`config.mk`:
```
export PLATFORM = sky130hd
export DESIGN_NAME = jpeg_frame_tracker
export DESIGN_NICKNAME = d
export VERILOG_FILES = /design/src/rtl/jpeg_frame_tracker_pkg.sv /design/src/rtl/jpeg_sof0_parser.sv /design/src/rtl/jpeg_frame_tracker.sv
export SDC_FILE = /design/constraint.sdc
export NUM_CORES = 1
export LEC_CHECK = 0
export BUFFER_PORTS_ARGS = -buffer_cell sky130_fd_sc_hd__buf_2
export CAP_MARGIN = 0
export CORE_MARGIN = 3
export CORE_UTILIZATION = 56
export DETAILED_ROUTE_END_ITERATION = 6
export PLACE_DENSITY = 0.88
export SLEW_MARGIN = 20
export SYNTH_ARGS = -nofsm -noshare
export SYNTH_HDL_FRONTEND = slang
export SYNTH_SLANG_ARGS = --single-unit
```
`constraint.sdc`:
```
create_clock -name r_sysclk -period 4.97 [get_ports r_sysclk]
set_input_delay 0.2485 -clock r_sysclk [delete_from_list [all_inputs] [get_ports r_sysclk]]
set_output_delay 0.2485 -clock r_sysclk [all_outputs]
set_load 0.01 [all_outputs]
```
`src/rtl/jpeg_frame_tracker_pkg.sv`:
```
// jpeg_frame_tracker_pkg: shared definitions for the JPEG frame tracker.
//   state_e   - tracker states (marker search through frame done)
//   MRK_*     - JPEG marker bytes used for SOF0 detection
//   IDX_*     - byte positions inside the SOF0 segment payload
package jpeg_frame_tracker_pkg;

  typedef enum logic [2:0] {
    S_SRCH   = 3'd0,
    S_FF     = 3'd1,
    S_SOF    = 3'd2,
    S_STREAM = 3'd3,
    S_DONE   = 3'd4
  } state_e;

  localparam logic [7:0] MRK_FF = 8'hFF;
  localparam logic [7:0] MRK_C0 = 8'hC0;

  // SOF0 payload: Lh Ll P Hh Hl Wh Wl
  localparam logic [2:0] IDX_HH   = 3'd3;
  localparam logic [2:0] IDX_HL   = 3'd4;
  localparam logic [2:0] IDX_WH   = 3'd5;
  localparam logic [2:0] IDX_WL   = 3'd6;
  localparam logic [2:0] IDX_LAST = 3'd6;

endpackage

```
`src/rtl/jpeg_sof0_parser.sv`:
```
// jpeg_sof0_parser: finds the FF C0 marker in the byte stream and captures
// the frame height/width from the SOF0 payload.
//   r_sysclk, r_arst (async, active-high), i_restart (sync clear)
//   i_byte_en/i_byte - JPEG byte stream
//   o_width/o_height - captured dimensions
//   o_hdr_valid      - sticky, nonzero dimensions captured
//   o_err_dim        - sticky, a SOF0 carried a zero dimension
// Once the header is captured the parser parks in S_STREAM and ignores all
// further bytes; S_DONE is tracked by the raster counter in the top level.
module jpeg_sof0_parser
  import jpeg_frame_tracker_pkg::*;
#(
  parameter int DIM_W = 16
) (
  input  logic             r_sysclk,
  input  logic             r_arst,
  input  logic             i_restart,
  input  logic             i_byte_en,
  input  logic [7:0]       i_byte,
  output logic [DIM_W-1:0] o_width,
  output logic [DIM_W-1:0] o_height,
  output logic             o_hdr_valid,
  output logic             o_err_dim
);

  state_e           state_q;
  logic [2:0]       idx_q;
  logic [DIM_W-1:0] width_q, height_q;
  logic             hdr_valid_q, err_dim_q;

  always_ff @(posedge r_sysclk or posedge r_arst) begin
    if (r_arst) begin
      state_q     <= S_SRCH;
      idx_q       <= '0;
      width_q     <= '0;
      height_q    <= '0;
      hdr_valid_q <= 1'b0;
      err_dim_q   <= 1'b0;
    end else if (i_restart) begin
      state_q     <= S_SRCH;
      idx_q       <= '0;
      width_q     <= '0;
      height_q    <= '0;
      hdr_valid_q <= 1'b0;
      err_dim_q   <= 1'b0;
    end else if (i_byte_en) begin
      case (state_q)
        S_SRCH: if (i_byte == MRK_FF) state_q <= S_FF;
        S_FF: begin
          if (i_byte == MRK_C0) begin
            state_q <= S_SOF;
            idx_q   <= '0;
          end else if (i_byte != MRK_FF) begin
            state_q <= S_SRCH;
          end
        end
        S_SOF: begin
          idx_q <= idx_q + 3'd1;
          case (idx_q)
            IDX_HH:  height_q[15:8] <= i_byte;
            IDX_HL:  height_q[7:0]  <= i_byte;
            IDX_WH:  width_q[15:8]  <= i_byte;
            IDX_WL:  width_q[7:0]   <= i_byte;
            default: ;
          endcase
          if (idx_q == IDX_LAST) begin
            // Wl is still on the bus, so check it directly rather than width_q
            if (height_q != '0 && (width_q[15:8] != 8'd0 || i_byte != 8'd0)) begin
              state_q     <= S_STREAM;
              hdr_valid_q <= 1'b1;
            end else begin
              state_q   <= S_SRCH;
              err_dim_q <= 1'b1;
            end
          end
        end
        default: ;
      endcase
    end
  end

  assign o_width     = width_q;
  assign o_height    = height_q;
  assign o_hdr_valid = hdr_valid_q;
  assign o_err_dim   = err_dim_q;

endmodule

```
`src/rtl/jpeg_frame_tracker.sv`:
```
// jpeg_frame_tracker: SOF0 geometry capture plus raster tracking of the
// decoder's RGB pixel stream.
//   r_sysclk, r_arst (async, active-high), i_restart (sync clear, top priority)
//   i_jpg_byte_en/i_jpg_byte      - JPEG byte stream (header search)
//   i_de/i_R/i_G/i_B              - decoded pixel stream
//   o_hdr_valid/o_width/o_height  - captured geometry
//   o_de/o_R/o_G/o_B/o_x/o_y      - registered pixel with raster coordinate
//   o_sol/o_eol/o_eof             - line/frame qualifiers, valid with o_de
//   o_frame_done                  - sticky after the last pixel
//   o_pad_bytes                   - BMP row padding (needs JPEG_FRAME_TRACKER_PAD_EN)
//   o_err_early/o_err_overrun/o_err_dim - stream error flags
// Build option: define JPEG_FRAME_TRACKER_PAD_EN to compute o_pad_bytes,
// otherwise it is tied to 0.
module jpeg_frame_tracker
  import jpeg_frame_tracker_pkg::*;
#(
  parameter int DIM_W           = 16,
  parameter int COLOR_PRECISION = 8
) (
  input  logic                       r_sysclk,
  input  logic                       r_arst,
  input  logic                       i_restart,
  input  logic                       i_jpg_byte_en,
  input  logic [7:0]                 i_jpg_byte,
  input  logic                       i_de,
  input  logic [COLOR_PRECISION-1:0] i_R,
  input  logic [COLOR_PRECISION-1:0] i_G,
  input  logic [COLOR_PRECISION-1:0] i_B,
  output logic                       o_hdr_valid,
  output logic [DIM_W-1:0]           o_width,
  output logic [DIM_W-1:0]           o_height,
  output logic                       o_de,
  output logic [COLOR_PRECISION-1:0] o_R,
  output logic [COLOR_PRECISION-1:0] o_G,
  output logic [COLOR_PRECISION-1:0] o_B,
  output logic [DIM_W-1:0]           o_x,
  output logic [DIM_W-1:0]           o_y,
  output logic                       o_sol,
  output logic                       o_eol,
  output logic                       o_eof,
  output logic                       o_frame_done,
  output logic [1:0]                 o_pad_bytes,
  output logic                       o_err_early,
  output logic                       o_err_overrun,
  output logic                       o_err_dim
);

  logic             hdr_valid;
  logic [DIM_W-1:0] width, height;

  jpeg_sof0_parser #(.DIM_W(DIM_W)) u_parser (
    .r_sysclk    (r_sysclk),
    .r_arst      (r_arst),
    .i_restart   (i_restart),
    .i_byte_en   (i_jpg_byte_en),
    .i_byte      (i_jpg_byte),
    .o_width     (width),
    .o_height    (height),
    .o_hdr_valid (hdr_valid),
    .o_err_dim   (o_err_dim)
  );

  logic [DIM_W-1:0]           x_q, y_q, x_d, y_d, ox_q, oy_q;
  logic [COLOR_PRECISION-1:0] r_q, g_q, b_q;
  logic                       de_q, sol_q, eol_q, eof_q, done_q, early_q, ovr_q;
  logic                       accept, last_x, last_y;

  // hdr_valid && !done_q is S_STREAM; hdr_valid && done_q is S_DONE
  assign accept = i_de & hdr_valid & ~done_q;
  assign last_x = (x_q == width  - DIM_W'(1));
  assign last_y = (y_q == height - DIM_W'(1));
  assign x_d    = last_x ? '0 : x_q + DIM_W'(1);
  assign y_d    = last_x ? y_q + DIM_W'(1) : y_q;

  always_ff @(posedge r_sysclk or posedge r_arst) begin
    if (r_arst) begin
      x_q <= '0; y_q <= '0; ox_q <= '0; oy_q <= '0;
      r_q <= '0; g_q <= '0; b_q <= '0;
      de_q <= 1'b0; sol_q <= 1'b0; eol_q <= 1'b0; eof_q <= 1'b0;
      done_q <= 1'b0; early_q <= 1'b0; ovr_q <= 1'b0;
    end else if (i_restart) begin
      x_q <= '0; y_q <= '0; ox_q <= '0; oy_q <= '0;
      r_q <= '0; g_q <= '0; b_q <= '0;
      de_q <= 1'b0; sol_q <= 1'b0; eol_q <= 1'b0; eof_q <= 1'b0;
      done_q <= 1'b0; early_q <= 1'b0; ovr_q <= 1'b0;
    end else begin
      de_q    <= accept;
      sol_q   <= accept & (x_q == '0);
      eol_q   <= accept & last_x;
      eof_q   <= accept & last_x & last_y;
      early_q <= i_de & ~hdr_valid;
      if (i_de & done_q) ovr_q <= 1'b1;
      if (accept) begin
        r_q  <= i_R;
        g_q  <= i_G;
        b_q  <= i_B;
        ox_q <= x_q;
        oy_q <= y_q;
        x_q  <= x_d;
        y_q  <= y_d;
        if (last_x & last_y) done_q <= 1'b1;
      end
    end
  end

`ifdef JPEG_FRAME_TRACKER_PAD_EN
  // 3*width is DIM_W+2 bits, but only its low 2 bits matter: 3w = w + 2w
  logic [1:0] w3_lo;
  assign w3_lo       = width[1:0] + {width[0], 1'b0};
  assign o_pad_bytes = 2'd0 - w3_lo;  // (4 - n) mod 4
`else
  assign o_pad_bytes = 2'd0;
`endif

  assign o_hdr_valid   = hdr_valid;
  assign o_width       = width;
  assign o_height      = height;
  assign o_de          = de_q;
  assign o_R           = r_q;
  assign o_G           = g_q;
  assign o_B           = b_q;
  assign o_x           = ox_q;
  assign o_y           = oy_q;
  assign o_sol         = sol_q;
  assign o_eol         = eol_q;
  assign o_eof         = eof_q;
  assign o_frame_done  = done_q;
  assign o_err_early   = early_q;
  assign o_err_overrun = ovr_q;

endmodule

```
==> reports/results.tsv <==
metric	value	unit
drc_errors	0	
fp.dieH	117	µm
cts.hold.buffers_added	0	
synth_top_flop_cell	dfrtp_1	
vdd_drop_max	0.236	mV
cts_tree	built	
status	completed	
vias_per_cell	5.73	
post-cts-setup-buffer-count	0	
setup_viol	0	
finalHoldViolCount	0	
wire_per_inst	16.2	µm
power.total	2780	µW
stdcell_count	1078	
synth.largest_area_cell	dfrtp_1	
slew_headroom	31.2	%
required	5.21	ns
drtIter0Drc	508	
start_util	57.6	%
htree_levels	4	
p_leak	0.00378	µW
overflow	0	
worst_clock_skew	0.00624	ns
ys_ff_latch	134	
layout.nets	949	
grt_pass1_vias	5762	
post_cts_resize_count	0	
grt_pass1_wl	28700	µm
hold_slack	0.0594	ns
cts_sinks	134	
die_w	117	µm
core_area	0.0121	mm²
row_count	40	
fmax	263	MHz
dp.cells	1047	
totalWireLength	17500	µm
clkTransAtPathRegs	0.06	ns
fillers	967	
ant_nets	0	
port_buffers	133	
ctsRootBufferMaster	clkbuf_16	
drive_gt1_share	20.5	%
syn-cell-area	0.00695	mm²
drv_cap	0	
endpoint_kind	flip-flop	
crit_arrival	4.05	ns
tightest_slew	1.03	ns
fin_crit	3.81	ns
tns	0	ns
power.density	334	mW/mm²
area_growth	19.5	%
num_vias	6176	
ios	136	
dr.pass1.iters	5	
place_hpwl	12200	µm
path_max_fanout	34	
clock_latency	0.42	ns
synthCells	787	
worstSetupPathType	reg2reg	
ys_seq_area_share	48.3	%
reg2reg_slack	1.16	ns
grt_max_degree	84	
synth_top_area_share	48.3	%
start_kind	flip-flop	
period_share	76.6	%
worst_hold_path_type	in2async	
synthDistinctLibCells	50	
gp_congestion	0.913	
finish.instance_area	0.00831	mm²
synth_async_sr_flop_share	100	%
antenna_found_initial	0	
syn_avg_cell_area	8.83	µm²
synth_area_leaders	dfrtp_1 48%, nand2_1 9.7%, a21oi_1 6.1%	
slew_viol_final	0	
die_area	0.0138	mm²
regArea	0.00335	mm²
clockBufferDepth	2	
placed_cell_area	0.00768	mm²
antenna_cells	0	
rsz0062_at_grt	false	
track_usage	25.4	%
synth_edf_count	0	
yosysWarnings	0	
multiInputGateArea	0.00332	mm²
cts_buffers	17	
## placed cells by master (no fill, tap or decap), drive strengths merged, types with 16 or more instances in the layout
master | synthesis | routed
a21oi | 85 | 85
buf | 14 | 140
clkbuf | 35 | 22
dfrtp | 134 | 134
inv | 24 | 24
nand2 | 179 | 179
nand3 | 18 | 18
nand4 | 19 | 19
nor2 | 36 | 36
o21ai | 39 | 39
o31ai | 16 | 16
or4 | 17 | 17
xnor2 | 26 | 26
xor2 | 21 | 21
## stage by stage
stage,worst slack (ns),utilization [%]
global route,0.814,68.9
global placement,1.41,63.7
detailed placement,1.26,63.7
finish,1.16,68.9
CTS,1.18,68.8
floorplan,1.14,-
## final cells by class
class	instances	share of cell area (%)
Sequential cell	134	40.4
Multi-Input combinational cell	581	39.9
Timing Repair Buffer	140	8.65
Clock buffer	22	5.59
Tap cell	168	2.53
Clock inverter	9	1.81
Inverter	24	1.11
## where the power goes
group          internal [µW]  switching, µW  leakage (µW)
sequential              1120           46.9       0.00183
combinational            108            193       0.00165
clock                    860            446      0.000296
## critical path, stage by stage, from the launching register on
cell and delay (ns):
dfrtp_1 0.45, inv_1 0.09, ha_1 0.18, nor3b_1 0.68, nand4_1 0.18, a211o_1 0.34, a311oi_1 0.27, o211ai_1 0.14
buf_4 0.25, o31ai_2 0.84, o32ai_1 0.22
## cell usage after synthesis (4+ instances only)
master / count
nor2_1: 36
nor2b_1: 5
and4_1: 4
o21a_1: 4
nand3_1: 18
and3_1: 7
ha_1: 14
clkbuf_1: 35
o31ai_1: 14
o31a_1: 4
or2_2: 5
nor4_1: 11
nand2_1: 179
nor3_1: 12
nand3b_1: 6
xnor2_1: 26
xor2_1: 21
mux2_2: 5
o21ai_0: 39
a21oi_1: 85
buf_1: 8
dfrtp_1: 134
or4_1: 15
inv_1: 24
nor3b_1: 7
mux2i_1: 6
or3_1: 5
nand4_1: 19
## state kept, by name, summed over array words and instances, names as in the netlist, 2 cells and up
register and count:
o_x 16, o_y 16, u_parser.o_height 16, u_parser.o_width 16, x_q 16, y_q 16
o_B 8, o_G 8, o_R 8, u_parser.idx_q 3, u_parser.state_q 2
## final timing paths
check,end,cells after the start,start
min in group r_sysclk,o_R[1],3,i_R[1]
worst min-delay path,o_R[2],2,r_arst
worst min register to register,o_err_overrun,2,o_err_overrun
max in group asynchronous,o_x[4],3,r_arst
worst max register to register,y_q[1],10,u_parser.o_width[0]
worst max-delay path,y_q[1],10,u_parser.o_width[0]
## logic make-up (layout without fill, tap and decap cells)
family	Yosys count	after routing	synth area share [%]
simple gates	338	338	23.1
other cells	1	2	0.0540
flops	134	134	48.3
compound gates	169	169	14.2
buf+inv	73	195	4.25
mux	11	11	1.67
xor+xnor	47	47	5.92
fa+ha+maj	14	14	2.52
## routing by layer
layer | global-route usage [%] | vias up | share of wire (%)
met3 | 6.12 | 37 | 7.4
met5 | 0 | - | 0
li1 | - | 2955 | -
met1 | 35.4 | 2946 | 43
met4 | 9.24 | 0 | 2.2
met2 | 39.2 | 238 | 47
Power figures use the tool's default switching activity.
